`config.mk`:
```
export PLATFORM = sky130hd
export DESIGN_NAME = axis_tc_sim
export DESIGN_NICKNAME = d
export VERILOG_FILES = /design/src/rtl/noc_tg_pkg.sv /design/src/rtl/tc_seq_tracker.sv /design/src/rtl/axis_tc_sim.sv
export SDC_FILE = /design/constraint.sdc
export NUM_CORES = 1
export LEC_CHECK = 0
export BUFFER_PORTS_ARGS = -buffer_cell sky130_fd_sc_hd__buf_4
export CORE_AREA = 2 2 451 453
export DETAILED_ROUTE_END_ITERATION = 8
export DIE_AREA = 0 0 453 455
export PLACE_DENSITY_LB_ADDON = 0.05
export SLEW_MARGIN = 5
export SYNTH_ARGS = -nofsm -noshare
export SYNTH_HDL_FRONTEND = slang
export SYNTH_SLANG_ARGS = --single-unit
```
`constraint.sdc`:
```
create_clock -name clk -period 3.15 [get_ports clk]
set_input_delay 0.4725 -clock clk [delete_from_list [all_inputs] [get_ports clk]]
set_output_delay 0.4725 -clock clk [all_outputs]
set_load 0.01 [all_outputs]
```
`src/rtl/noc_tg_pkg.sv`:
```
// rtl/noc_tg_pkg.sv - shared types and field offsets for the NoC traffic generator/checker pair
//
// Purpose: tdata field offsets, the decoded packet struct and the TG/TC run
// state enum. Struct field widths match the default NoC configuration
// (2-bit tid/tdest, 32-bit sequence, 512-bit tdata); users cast into and
// out of the struct with their own parameter widths.
// Ports: none (package).
package noc_tg_pkg;

  localparam int PKT_TDATA_W = 512;
  localparam int PKT_TID_W   = 2;
  localparam int PKT_TDEST_W = 2;
  localparam int PKT_SEQ_W   = 32;
  localparam int PKT_TICK_W  = PKT_TDATA_W / 2;

  // Sequence number sits at the bottom of tdata, the send tick in the upper half.
  localparam int SEQ_LSB  = 0;
  localparam int TICK_LSB = PKT_TDATA_W / 2;

  typedef struct packed {
    logic [PKT_TID_W-1:0]   tid;
    logic [PKT_TDEST_W-1:0] tdest;
    logic [PKT_SEQ_W-1:0]   seq;
    logic [PKT_TICK_W-1:0]  sent;
    logic                   last;
  } pkt_t;

  typedef enum logic {
    IDLE    = 1'b0,
    RUNNING = 1'b1
  } tg_state_t;

endpackage

```
`src/rtl/tc_seq_tracker.sv`:
```
// rtl/tc_seq_tracker.sv - per-source expected sequence number tracker
//
// Purpose: holds exp[s] for every tracked source and reports whether the
// packet currently in stage 2 carries the expected sequence number.
// Ports:
//   clk, rst     clock, synchronous active-high reset
//   clear        start-of-run clear of all expected values
//   update       stage-2 packet is a valid in-range tlast beat; commit seq+1
//   tid, seq     source id and sequence number of the stage-2 packet
//   seq_ok       seq matches the expected value for tid
module tc_seq_tracker #(
  parameter int COUNT_WIDTH = 32,
  parameter int TID_WIDTH   = 2,
  parameter int NUM_ROUTERS = 4
) (
  input  logic                   clk,
  input  logic                   rst,
  input  logic                   clear,
  input  logic                   update,
  input  logic [TID_WIDTH-1:0]   tid,
  input  logic [COUNT_WIDTH-1:0] seq,
  output logic                   seq_ok
);

  logic [COUNT_WIDTH-1:0] exp_seq [NUM_ROUTERS];

  // The write below lands on the same edge that moves the next packet into
  // stage 2, so this combinational read already sees the freshly updated
  // exp[s]: back-to-back packets from one source are compared against the
  // forwarded value without an extra bypass register.
  assign seq_ok = (seq == exp_seq[tid]);

  // In order or not, the next expected value is seq+1: an in-order packet
  // advances by one, an out-of-order one resynchronises to its own seq.
  always_ff @(posedge clk) begin
    if (rst || clear) begin
      for (int i = 0; i < NUM_ROUTERS; i++) exp_seq[i] <= '0;
    end else if (update) begin
      exp_seq[tid] <= seq + 1'b1;
    end
  end

endmodule

```
`src/rtl/axis_tc_sim.sv`:
```
// rtl/axis_tc_sim.sv - NoC egress traffic checker / packet sink
//
// Purpose: consumes one-beat packets from an AXIS egress port, checks
// per-source sequence order and destination, measures latency from the
// embedded send tick and keeps run statistics. Optional latency histogram
// is enabled by defining AXIS_TC_LAT_HIST_EN.
// Ports:
//   clk, rst              clock, synchronous active-high reset
//   start, num_packets    start a run; run ends once total >= num_packets
//   ticks                 global tick count shared with the generators
//   done                  high while idle
//   recv_packets          per-source accepted packet count
//   total_recv_packets    all accepted beats
//   seq_errors            out-of-order or tlast=0 beats
//   dest_errors           tdest mismatch or untracked tid
//   lat_sum/min/max       latency statistics
//   axis_in_*             AXIS sink (always ready while running)
//   lat_hist              latency histogram (AXIS_TC_LAT_HIST_EN only)
module axis_tc_sim
  import noc_tg_pkg::*;
#(
  parameter int COUNT_WIDTH = 32,
  parameter int DEST        = 0,
  parameter int TDATA_WIDTH = 512,
  parameter int TDEST_WIDTH = 2,
  parameter int TID_WIDTH   = 2,
  parameter int NUM_ROUTERS = 4,
  parameter int LAT_WIDTH   = 32
`ifdef AXIS_TC_LAT_HIST_EN
  ,
  parameter int HIST_BINS   = 16,
  parameter int HIST_SHIFT  = 2
`endif
) (
  input  logic                                    clk,
  input  logic                                    rst,
  input  logic                                    start,
  input  logic [COUNT_WIDTH-1:0]                  num_packets,
  input  logic [TDATA_WIDTH/2-1:0]                ticks,
  output logic                                    done,
  output logic [NUM_ROUTERS-1:0][COUNT_WIDTH-1:0] recv_packets,
  output logic [COUNT_WIDTH-1:0]                  total_recv_packets,
  output logic [COUNT_WIDTH-1:0]                  seq_errors,
  output logic [COUNT_WIDTH-1:0]                  dest_errors,
  output logic [2*LAT_WIDTH-1:0]                  lat_sum,
  output logic [LAT_WIDTH-1:0]                    lat_min,
  output logic [LAT_WIDTH-1:0]                    lat_max,
  input  logic                                    axis_in_tvalid,
  output logic                                    axis_in_tready,
  input  logic [TDATA_WIDTH-1:0]                  axis_in_tdata,
  input  logic                                    axis_in_tlast,
  input  logic [TID_WIDTH-1:0]                    axis_in_tid,
  input  logic [TDEST_WIDTH-1:0]                  axis_in_tdest
`ifdef AXIS_TC_LAT_HIST_EN
  ,
  output logic [COUNT_WIDTH-1:0]                  lat_hist [HIST_BINS]
`endif
);

  localparam int TICK_W = TDATA_WIDTH / 2;

  tg_state_t state, state_next;
  logic      accept;
  logic      stat_clear;

  // ---------------- run state machine ----------------
  always_ff @(posedge clk) begin
    if (rst) state <= IDLE;
    else     state <= state_next;
  end

  always_comb begin
    state_next = state;
    case (state)
      IDLE:    if (start) state_next = RUNNING;
      RUNNING: if (total_recv_packets >= num_packets) state_next = IDLE;
      default: state_next = IDLE;
    endcase
  end

  always_comb begin
    done           = (state == IDLE);
    axis_in_tready = (state == RUNNING);
  end

  assign accept     = axis_in_tvalid && axis_in_tready;
  assign stat_clear = (state == IDLE) && start;

  // ---------------- stage 1: decode and latency ----------------
  pkt_t                   pkt_in;
  logic [LAT_WIDTH-1:0]   lat_in;
  logic                   unused_tdata;

  always_comb begin
    pkt_in       = '0;
    pkt_in.tid   = PKT_TID_W'(axis_in_tid);
    pkt_in.tdest = PKT_TDEST_W'(axis_in_tdest);
    pkt_in.seq   = PKT_SEQ_W'(axis_in_tdata[SEQ_LSB +: COUNT_WIDTH]);
    pkt_in.sent  = PKT_TICK_W'(axis_in_tdata[TDATA_WIDTH-1:TICK_W]);
    pkt_in.last  = axis_in_tlast;
  end

  // Modulo subtraction absorbs tick wrap between send and receive.
  assign lat_in       = LAT_WIDTH'(ticks - TICK_W'(pkt_in.sent));
  assign unused_tdata = ^axis_in_tdata[TICK_W-1:COUNT_WIDTH];

  logic                   s1_valid;
  logic [TID_WIDTH-1:0]   s1_tid;
  logic [TDEST_WIDTH-1:0] s1_tdest;
  logic [COUNT_WIDTH-1:0] s1_seq;
  logic                   s1_last;
  logic [LAT_WIDTH-1:0]   s1_lat;

  always_ff @(posedge clk) begin
    if (rst) begin
      s1_valid <= 1'b0;
    end else begin
      s1_valid <= accept;
    end
    if (accept) begin
      s1_tid   <= TID_WIDTH'(pkt_in.tid);
      s1_tdest <= TDEST_WIDTH'(pkt_in.tdest);
      s1_seq   <= COUNT_WIDTH'(pkt_in.seq);
      s1_last  <= pkt_in.last;
      s1_lat   <= lat_in;
    end
  end

  // ---------------- stage 2: checks and statistics ----------------
  logic tid_ok;
  logic seq_ok;

  assign tid_ok = (int'(s1_tid) < NUM_ROUTERS);

  tc_seq_tracker #(
    .COUNT_WIDTH (COUNT_WIDTH),
    .TID_WIDTH   (TID_WIDTH),
    .NUM_ROUTERS (NUM_ROUTERS)
  ) u_seq_tracker (
    .clk    (clk),
    .rst    (rst),
    .clear  (stat_clear),
    .update (s1_valid && s1_last && tid_ok),
    .tid    (s1_tid),
    .seq    (s1_seq),
    .seq_ok (seq_ok)
  );

  always_ff @(posedge clk) begin
    if (rst || stat_clear) begin
      recv_packets       <= '0;
      total_recv_packets <= '0;
      seq_errors         <= '0;
      dest_errors        <= '0;
      lat_sum            <= '0;
      lat_min            <= '1;
      lat_max            <= '0;
    end else if (s1_valid) begin
      total_recv_packets <= total_recv_packets + 1'b1;
      lat_sum            <= lat_sum + {{LAT_WIDTH{1'b0}}, s1_lat};
      if (s1_lat < lat_min) lat_min <= s1_lat;
      if (s1_lat > lat_max) lat_max <= s1_lat;
      if (tid_ok) recv_packets[s1_tid] <= recv_packets[s1_tid] + 1'b1;
      // An untracked source is treated as misrouted; one count per beat.
      if (!tid_ok || (s1_tdest != TDEST_WIDTH'(DEST)))
        dest_errors <= dest_errors + 1'b1;
      // A tlast=0 beat is a framing error and never reaches the tracker.
      if (!s1_last || (tid_ok && !seq_ok))
        seq_errors <= seq_errors + 1'b1;
    end
  end

`ifdef AXIS_TC_LAT_HIST_EN
  logic [LAT_WIDTH-1:0] lat_shifted;
  int                   hist_bin;

  assign lat_shifted = s1_lat >> HIST_SHIFT;

  always_comb begin
    hist_bin = HIST_BINS - 1;
    if (lat_shifted < LAT_WIDTH'(HIST_BINS - 1)) hist_bin = int'(lat_shifted);
  end

  always_ff @(posedge clk) begin
    if (rst || stat_clear) begin
      for (int i = 0; i < HIST_BINS; i++) lat_hist[i] <= '0;
    end else if (s1_valid) begin
      lat_hist[hist_bin] <= lat_hist[hist_bin] + 1'b1;
    end
  end
`endif

endmodule

```
==> summary.md, run 1 <==
| Metric | Value |
|---|---|
| Area contributors post-synth | dfxtp_1 (24%), edfxtp_1 (20%), ha_1 (7.0%) |
| Slew Limit Headroom | 0.4716 |
| Initial antenna violation count | 4 |
| WL per Instance | 22.14 µm |
| Initial Util | 0.1455 |
| Syn Inst Count | roughly 3000 |
| Max-cap viol count | 0 |
| Arrival time at the worst endpoint | about 3.7 ns |
| Slew at the pin with the worst max-slew slack | slightly below 0.8 ns |
| Placed Area | 37950 µm² |
| Clk sink count | 553 |
| Count of input and output buffers | 490 |
| Commonest non-fill, non-tap cells in the layout | buf_4 (709), nor2_1 (363), dfxtp_1 (354) |
| Sequential cell area fraction in the yosys report | 0.4453 |
| Yosys top cell area share | 0.2433 |
| Yosys top cell by area | dfxtp_1 |
| DRT iter0 DRCs | 1245 |
| Skew-Pair Late Insertion Delay | roughly 0.70 ns |
| Drc violations | 0 |
| Routability congestion estimate | 0.7433 |
| Core Region | between 200000 and 250000 µm² |
| Vias in the first global route | between 20000 and 30000 |
| Max-slew violations | 0 |
| Area grow syn2layout | 42.02% |
| Number of cells after detailed placement | roughly 6300 |
| WHS Endpoint | s1_lat[0] |
| Yosys warning count | 0 |
| Post-synth top flop | dfxtp_1 |
| Die area | just over 200000 µm² |
| Cell Area, Synth | 29290 µm² |
| Yosys cell types | 83 |
| Drt via density | between 3 and 4 |
| Achievable Freq | 317.5 MHz |
| Worst-path fanout max | 6 |
| Syn avg cell area | between 9 and 10 µm² |
| Fin crit period | 3.150 ns |
| Hold Crit Start | axis_in_tdata[256] |
| Hold Crit Class | in2reg |
| First-pass GRT wire length | around 200000 µm |
| Commonest non-fill, non-tap cell in the layout | buf_4 |
| Die Ht | around 460 µm |
| Largest net degree at the start of global routing | 87 |
| Layout cells sized above 1 | 0.2660 |
| Final setup skew | 0.04002 ns |
| Clock-pin slew of the registers on the worst-case setup and hold paths | approximately 0.07 ns |
| P_leak | between 15 and 20 nW |
| Run status | complete, no violations |
| Grt ovf | 0 |
| Worst r2r path cells | 13 |
| Reg-to-reg endpoint | seq_errors[27] |
| Worst EP required | around 3.7 ns |
| DP HPWL | between 100000 and 150000 µm |
| Die W | 453 µm |
| Critical Path End Type | flip-flop |
| Post-synth EDFFs | slightly below 200 |
| Cell Rows | 165 |
| Setup tns final | 0 ns |
| I/O pin count | 1163 |
| Async SR Flop Fraction | 0 |
| Max IR drop VDD | between 0.3 and 0.4 mV |
| All-Layer GR Usage | 0.1370 |
| RSZ-0062 raised after global routing | true |
| TritonCTS clock tree | yes |
| Detailed-router iteration count before antenna repair | 5 |
| Number of buffers on the longest clock path | 3 |
| Post-route ant nets | 0 |
| Worst reg-to-reg setup slack | approximately 0.00032 ns |
| Seq cells post-synth | between 500 and 600 |
| Overall power | ~20 mW |
| Setup Viol. Count Final | 0 |
| Final Cell Area | just over 40000 µm² |
| WHS Path Cells | 3 |
| Fin crit share | 0.9999 |
| Drt total wl | about 140000 µm |
| Vias post-DR | ~25000 |
| WS Path Type | reg2reg |
| Final Hold Fails | 0 |
| Pwr dens | roughly 480 nW/µm² |
| CTS Buf Count | 85 |
| Post-layout util | 0.2066 |
| Layout Nets | about 4700 |
| Syn_nets | 4021 |
| Non-filler cells, final | 6510 |
| Critical Path Start Type | flip-flop |
| Clock root cell | clkbuf_16 |
| H-tree Lvls | 3 |
==> Yosys cell counts, types with 14 or more instances <==
library cell,count
nor2_1,370
dfxtp_1,356
nand2_1,255
edfxtp_1,197
inv_1,191
a21oi_1,173
ha_1,163
o21ai_0,158
clkbuf_1,112
xnor2_1,106
nand3_1,98
xor2_1,91
a211oi_1,83
mux2i_1,64
a21o_1,58
nand4_1,58
mux4_2,52
o311ai_0,42
and3_1,40
nand2b_1,34
or3_1,33
nor3_1,23
and2_1,20
o31ai_1,16
or4_1,16
and4_1,15
or2_2,14
==> metrics by stage <==
| step | setup WS [ns] | hold WS (ns) |
|---|---|---|
| floorplan | 0.2264 | 0.4895 |
| detailed placement | -0.5057 | 0.4664 |
| finish | 0.0003197 | 0.1537 |
| CTS | -0.07688 | 0.06091 |
| global placement | -0.5485 | 0.4667 |
| global route | -0.1013 | 0.1182 |
==> flip-flops by register name, summed over array words and instances (netlist names), named ones only <==
register / count
lat_min: 32
total_recv_packets: 32
lat_sum: 64
s1_tid: 2
s1_tdest: 2
u_seq_tracker.exp_seq: 128
s1_seq: 32
axis_in_tready: 1
dest_errors: 32
s1_lat: 32
s1_last: 1
s1_valid: 1
lat_max: 32
seq_errors: 32
recv_packets: 128
==> layout make-up <==
class | count | area, µm²
fill | 22130 | 159700
multi-input combinational | 2152 | 15200
sequential | 553 | 13050
timing repair buffer | 785 | 6454
tap | 2672 | 3343
clock buffer | 116 | 2345
inverter | 192 | 723.2
clock inverter | 37 | 466.7
antenna | 3 | 7.507
==> worst max-delay path, stage by stage, from the launching register on <==
cell and delay (ns):
dfxtp_4 0.37, buf_12 0.12, buf_12 0.13, mux4_2 0.52
xnor2_2 0.18, nand4_1 0.33, nor4_4 0.50, a31oi_4 0.15
buf_12 0.17, nand3_4 0.10, buf_6 0.14, buf_12 0.13
o311ai_1 0.08, o41ai_1 0.08
==> layer usage <==
metal,vias to the layer above,GRT usage,share of wire
met2,588,0.1937,0.40
met4,2,0.02891,0.018
met1,12040,0.1926,0.49
met5,-,0,0.000090
li1,12450,-,-
met3,129,0.05572,0.089
==> cell families (layout without fill, tap and decap cells) <==
| kind of cell | after synthesis | in the layout | share of synthesized area |
|---|---|---|---|
| adder cells (fa/ha/maj) | 165 | 165 | 0.07100 |
| other | 0 | 3 | 0 |
| multiplexers | 128 | 128 | 0.07109 |
| flip-flops | 553 | 553 | 0.4453 |
| buffers and inverters | 342 | 1130 | 0.04845 |
| AO/OA/AOI/OAI | 649 | 649 | 0.1435 |
| AND/OR/NAND/NOR | 1013 | 1013 | 0.1617 |
| XOR/XNOR | 197 | 197 | 0.05891 |
==> power by group <==
part	switching (mW)	leakage [nW]	internal [mW]
combinational	1.37	10.3	1.06
sequential	0.175	4.90	7.66
clock	3.97	1.38	5.88
total	5.51	16.6	14.6
==> what timing repair did <==
action                                  CTS  global route
endpoints found under the setup margin   54            96
pin swaps                                 8            21
cloned                                    2             2
hold buffers                             38             0
resized for setup                        28            46
setup buffers                             3             2
hold endpoints to repair                 41             0
==> worst max-delay path by stage <==
stage,start,to,depth (start not counted)
after CTS,flip-flop,seq_errors[29],14
after global placement,ticks[0],s1_lat[30],16
after global routing,flip-flop,seq_errors[29],14
after floorplan,ticks[0],s1_lat[28],11
final,flip-flop,seq_errors[27],13
after detailed placement,ticks[0],s1_lat[30],16
Note: power is estimated with default switching activity, not from simulation.
==> run 2: changes to the inputs <==
--- a/config.mk
+++ b/config.mk
@@ -6,8 +6,9 @@
 export NUM_CORES = 1
 export LEC_CHECK = 0
+export ABC_AREA = 1
 export BUFFER_PORTS_ARGS = -buffer_cell sky130_fd_sc_hd__buf_4
-export CORE_AREA = 2 2 451 453
+export CORE_AREA = 2 2 447 449
 export DETAILED_ROUTE_END_ITERATION = 8
-export DIE_AREA = 0 0 453 455
+export DIE_AREA = 0 0 449 451
 export PLACE_DENSITY_LB_ADDON = 0.05
 export SLEW_MARGIN = 5
==> constraint.sdc (replaced) <==
create_clock -name clk -period 2.5 [get_ports clk]
set_input_delay 0.375 -clock clk [delete_from_list [all_inputs] [get_ports clk]]
set_output_delay 0.375 -clock clk [all_outputs]
set_load 0.05 [all_outputs]
==> run 2 against run 1 <==
  * Worst hold slack worse by 0.049 ns
  * Maximum frequency up 29%
  * Non-clock buffer count up 252
  * Worst setup slack better by 0.054 ns
==> summary.md, run 2 <==
| Metric | Value |
|---|---|
| Layout cells sized above 1 | 0.2817 (+0.01574) |
| Die W | 449 µm (-0.88%) |
| Layout Nets | 6469 (+36%) |
| All-Layer GR Usage | 0.1673 (+0.03031) |
| Cell with the most instances after synthesis | nand2_1 |
| Routability congestion estimate | 0.8414 (+13%) |
| I/O pin count | 1163 (unchanged) |
| Syn avg cell area | 7.175 µm² (-25%) |
| Fillers | 22170 (+0.17%) |
| Syn Inst Count | 4519 (+48%) |
| Pre-CTS WS | -0.4090 ns (+0.09671 ns) |
| Detailed-router iteration count before antenna repair | 5 (unchanged) |
| H-tree Lvls | 3 (unchanged) |
| Yosys warning count | 0 (unchanged) |
| Cell Rows | 164 (-0.61%) |
| Max-slew violations | 0 (unchanged) |
| Final Hold Fails | 0 (unchanged) |
| First-pass GRT wire length | 244800 µm (+22%) |
| Hold Crit Class | in2reg |
| Largest regs | recv_packets: 128 flops, u_seq_tracker.exp_seq: 128 flops, lat_sum: 64 flops |
| Async SR Flop Fraction | 0 (unchanged) |
| Slew at the pin with the worst max-slew slack | 1.085 ns (+0.2995 ns) |
| Vias post-DR | 33200 (+32%) |
| Drt total wl | 176600 µm (+23%) |
| Initial antenna violation count | 10 (+6) |
| Drc violations | 0 (unchanged) |
| Core Region | 198200 µm² (-1.5%) |
| DRT iter0 DRCs | 1442 (+16%) |
| Final setup skew | 0.02902 ns (-0.01099 ns) |
| WS Path Type | reg2reg |
| Clock-pin slew of the registers on the worst-case setup and hold paths | 0.06 ns (about the same) |
| Reg-to-reg endpoint | recv_packets[80] |
| CTS Buf Count | 83 (-2.4%) |
| Max IR drop VDD | 0.4939 mV (+37%) |
| Drt via density | 4.035 (+4.2%) |
| Achievable Freq | 408.9 MHz (+29%) |
| Max-cap viol count | 0 (unchanged) |
| Post-synth EDFFs | 197 (unchanged) |
| Arrival time at the worst endpoint | 3.05 ns (-0.68 ns) |
| Post-synth top flop | dfxtp_1 |
| Hold Crit Start | axis_in_tdata[256] |
| Slew Limit Headroom | 0.2765 (-0.1952) |
| Fin crit period | 2.446 ns (-0.7040 ns) |
| Setup Viol. Count Final | 0 (unchanged) |
| P_leak | 21.45 nW (+29%) |
| Worst R2R Start | s1_tid[0] |
| WL per Instance | 21.46 µm (-3.1%) |
| Syn_nets | 5493 (+37%) |
| Initial Util | 0.1636 (+0.01807) |
| Max incr delay on CP | 0.38 ns (-0.14 ns) |
| Area grow syn2layout | 50.55% |
| DP HPWL | 136200 µm (+22%) |
| Fin crit share | 0.9783 (-0.02164) |
| Overall power | 25.39 mW (+26%) |
| CP Cell Sequence | buf_6 > nor2_4 > buf_12 > bufbuf_16 > a22oi_1 > nand3_2 > nand2_2 > nor2_4 > buf_6 > buf_4 > nand4_1 > nand3_2 > nand2_1 > inv_1 |
| WHS Endpoint | s1_lat[0] |
| Critical Path End Type | flip-flop |
| Commonest non-fill, non-tap cell in the layout | nand2_1 |
| Worst EP required | 3.11 ns (-0.62 ns) |
| Worst r2r path cells | 14 (+1) |
| WHS Path Cells | 3 (unchanged) |
| Worst reg-to-reg setup slack | 0.05 ns (+0.05 ns) |
| Critical Path Start Type | flip-flop |
| Largest net degree at the start of global routing | 136 (+56%) |
| Die area | 202500 µm² (-1.8%) |
| Slowest CP cell | edfxtp_1 |
| Vias in the first global route | 33180 (+28%) |
| Cell Area, Synth | 32420 µm² (+11%) |
| CP delay by family, top | simple AND/OR/NAND/NOR gates |
| TritonCTS clock tree | yes |
| Die Ht | 451 µm (-0.88%) |
| Crit path buffers/inverters | 6 (+1) |
| Post-route ant nets | 0 (unchanged) |
| Sequential cell area fraction in the yosys report | 0.4023 (-0.04307) |
| Clk sink count | 553 (unchanged) |
| Run status | complete, no violations |
| RSZ-0062 raised after global routing | true |
| Clock root cell | clkbuf_16 |
| Yosys top cell area share | 0.2198 (-0.02353) |
| WHS | 0.1047 ns (-0.04906 ns) |
| Number of buffers on the longest clock path | 3 (unchanged) |
| Yosys top cell by area | dfxtp_1 |
| Area contributors post-synth | dfxtp_1 (22%), edfxtp_1 (18%), nand2_1 (12%) |
| Most common library cells after synthesis | nand2_1 (1030), nor2_1 (591), inv_1 (585) |
| Seq cells post-synth | 553 (unchanged) |
| Yosys cell types | 56 (-33%) |
| Commonest non-fill, non-tap cells in the layout | nand2_1 (924), buf_4 (905), inv_1 (576) |
| Worst-path fanout max | 6 (unchanged) |
| Count of input and output buffers | 490 (unchanged) |
| Grt ovf | 0 (unchanged) |
| Pwr dens | 520.2 nW/µm² (+7.6%) |
| Skew-Pair Late Insertion Delay | 0.72 ns (+0.02 ns) |
| Final setup slack of the worst path | 0.05436 ns (+0.05404 ns) |
## run 2: changes by cell type in the layout (fill, tap and decap cells not counted), sizes merged, moves of 47 or more
cell / previous run / this run
nor3: 25 / 90
xnor2: 106 / 27
mux2i: 64 / 0
buf: 745 / 986
nand2: 255 / 1045
a21oi: 176 / 320
a211oi: 84 / 4
mux4: 61 / 0
inv: 194 / 602
nor2: 371 / 619
nand3: 100 / 388
a21o: 58 / 11
## run 2: metrics by stage
step                      cells  cell area, µm²  TNS [ns]  utilization
after floorplan            4519           32470         0            -
after global placement     7966           42700    -31.32       0.2154
after detailed placement   7966           42700    -25.01       0.2154
after CTS                  8169           46300  -0.01109       0.2336
after global routing       8225           48800    -3.030       0.2462
final                      8229           48810         0       0.2463
## run 2: kinds of logic (layout without fill, tap and decap cells)
family / Yosys count / count (layout) / synth area share
simple gates: 2293 / 2293 / 0.3037
buf+inv: 745 / 1792 / 0.08872
compound gates: 668 / 668 / 0.1152
flops: 553 / 553 / 0.4023
fa+ha+maj: 165 / 165 / 0.06414
xor+xnor: 95 / 95 / 0.02589
other cells: 0 / 7 / 0
## run 2: per-layer routing
metal	track usage	part of all wire	vias to the layer above
li1	-	-	16870
met1	0.2085	0.44	15560
met2	0.2644	0.44	604
met3	0.06648	0.084	163
met4	0.04919	0.030	6
met5	0	0.00023	-
## run 2: repair_timing
| action | in CTS | in global routing |
|---|---|---|
| hold endpoints to repair | 41 | 0 |
| resized for setup | 90 | 448 |
| hold buffers | 40 | 0 |
| cloned | 1 | 13 |
| buffers inserted | 6 | 40 |
| pin swaps | 15 | 133 |
| endpoints found under the setup margin | 205 | 306 |
## run 2: report_power, final
part / switching, mW / total, mW / internal, mW
logic: 2.01 / 3.34 / 1.32
clock network: 5.03 / 12.3 / 7.27
registers: 0.172 / 9.76 / 9.59
## run 2: how the worst max path moves through the flow
| stage | start | slack, ns | cells past startpoint | to |
|---|---|---|---|---|
| floorplan | axis_in_tready | 0.03 | 8 | u_seq_tracker.exp_seq[0][0] |
| global placement | ticks[2] | -0.40 | 11 | s1_lat[31] |
| detailed placement | ticks[2] | -0.41 | 11 | s1_lat[31] |
| CTS | s1_tid[0] | -0.009 | 16 | recv_packets[80] |
| global route | s1_tid[1] | -0.12 | 16 | recv_packets[80] |
| finish | s1_tid[0] | 0.05 | 14 | recv_packets[80] |
## run 2: worst register-to-register path: cells and delay by family, from the launching register on
| family | cells | cell delay [ns] |
|---|---|---|
| compound gates | 1 | 0.20 |
| buf+inv | 6 | 0.86 |
| flops | 1 | 0.38 |
| simple gates | 7 | 0.92 |
## run 2: cell type report
class / instances / area (µm²) / share of cell area
tap: 2656 / 3323 / 0.06808
sequential: 553 / 13050 / 0.2674
multi-input combinational: 3221 / 18540 / 0.3798
antenna: 7 / 17.52 / 0.0003589
clock inverter: 35 / 342.8 / 0.007023
timing repair buffer: 1037 / 8816 / 0.1806
clock buffer: 121 / 2431 / 0.04981
inverter: 599 / 2288 / 0.04688
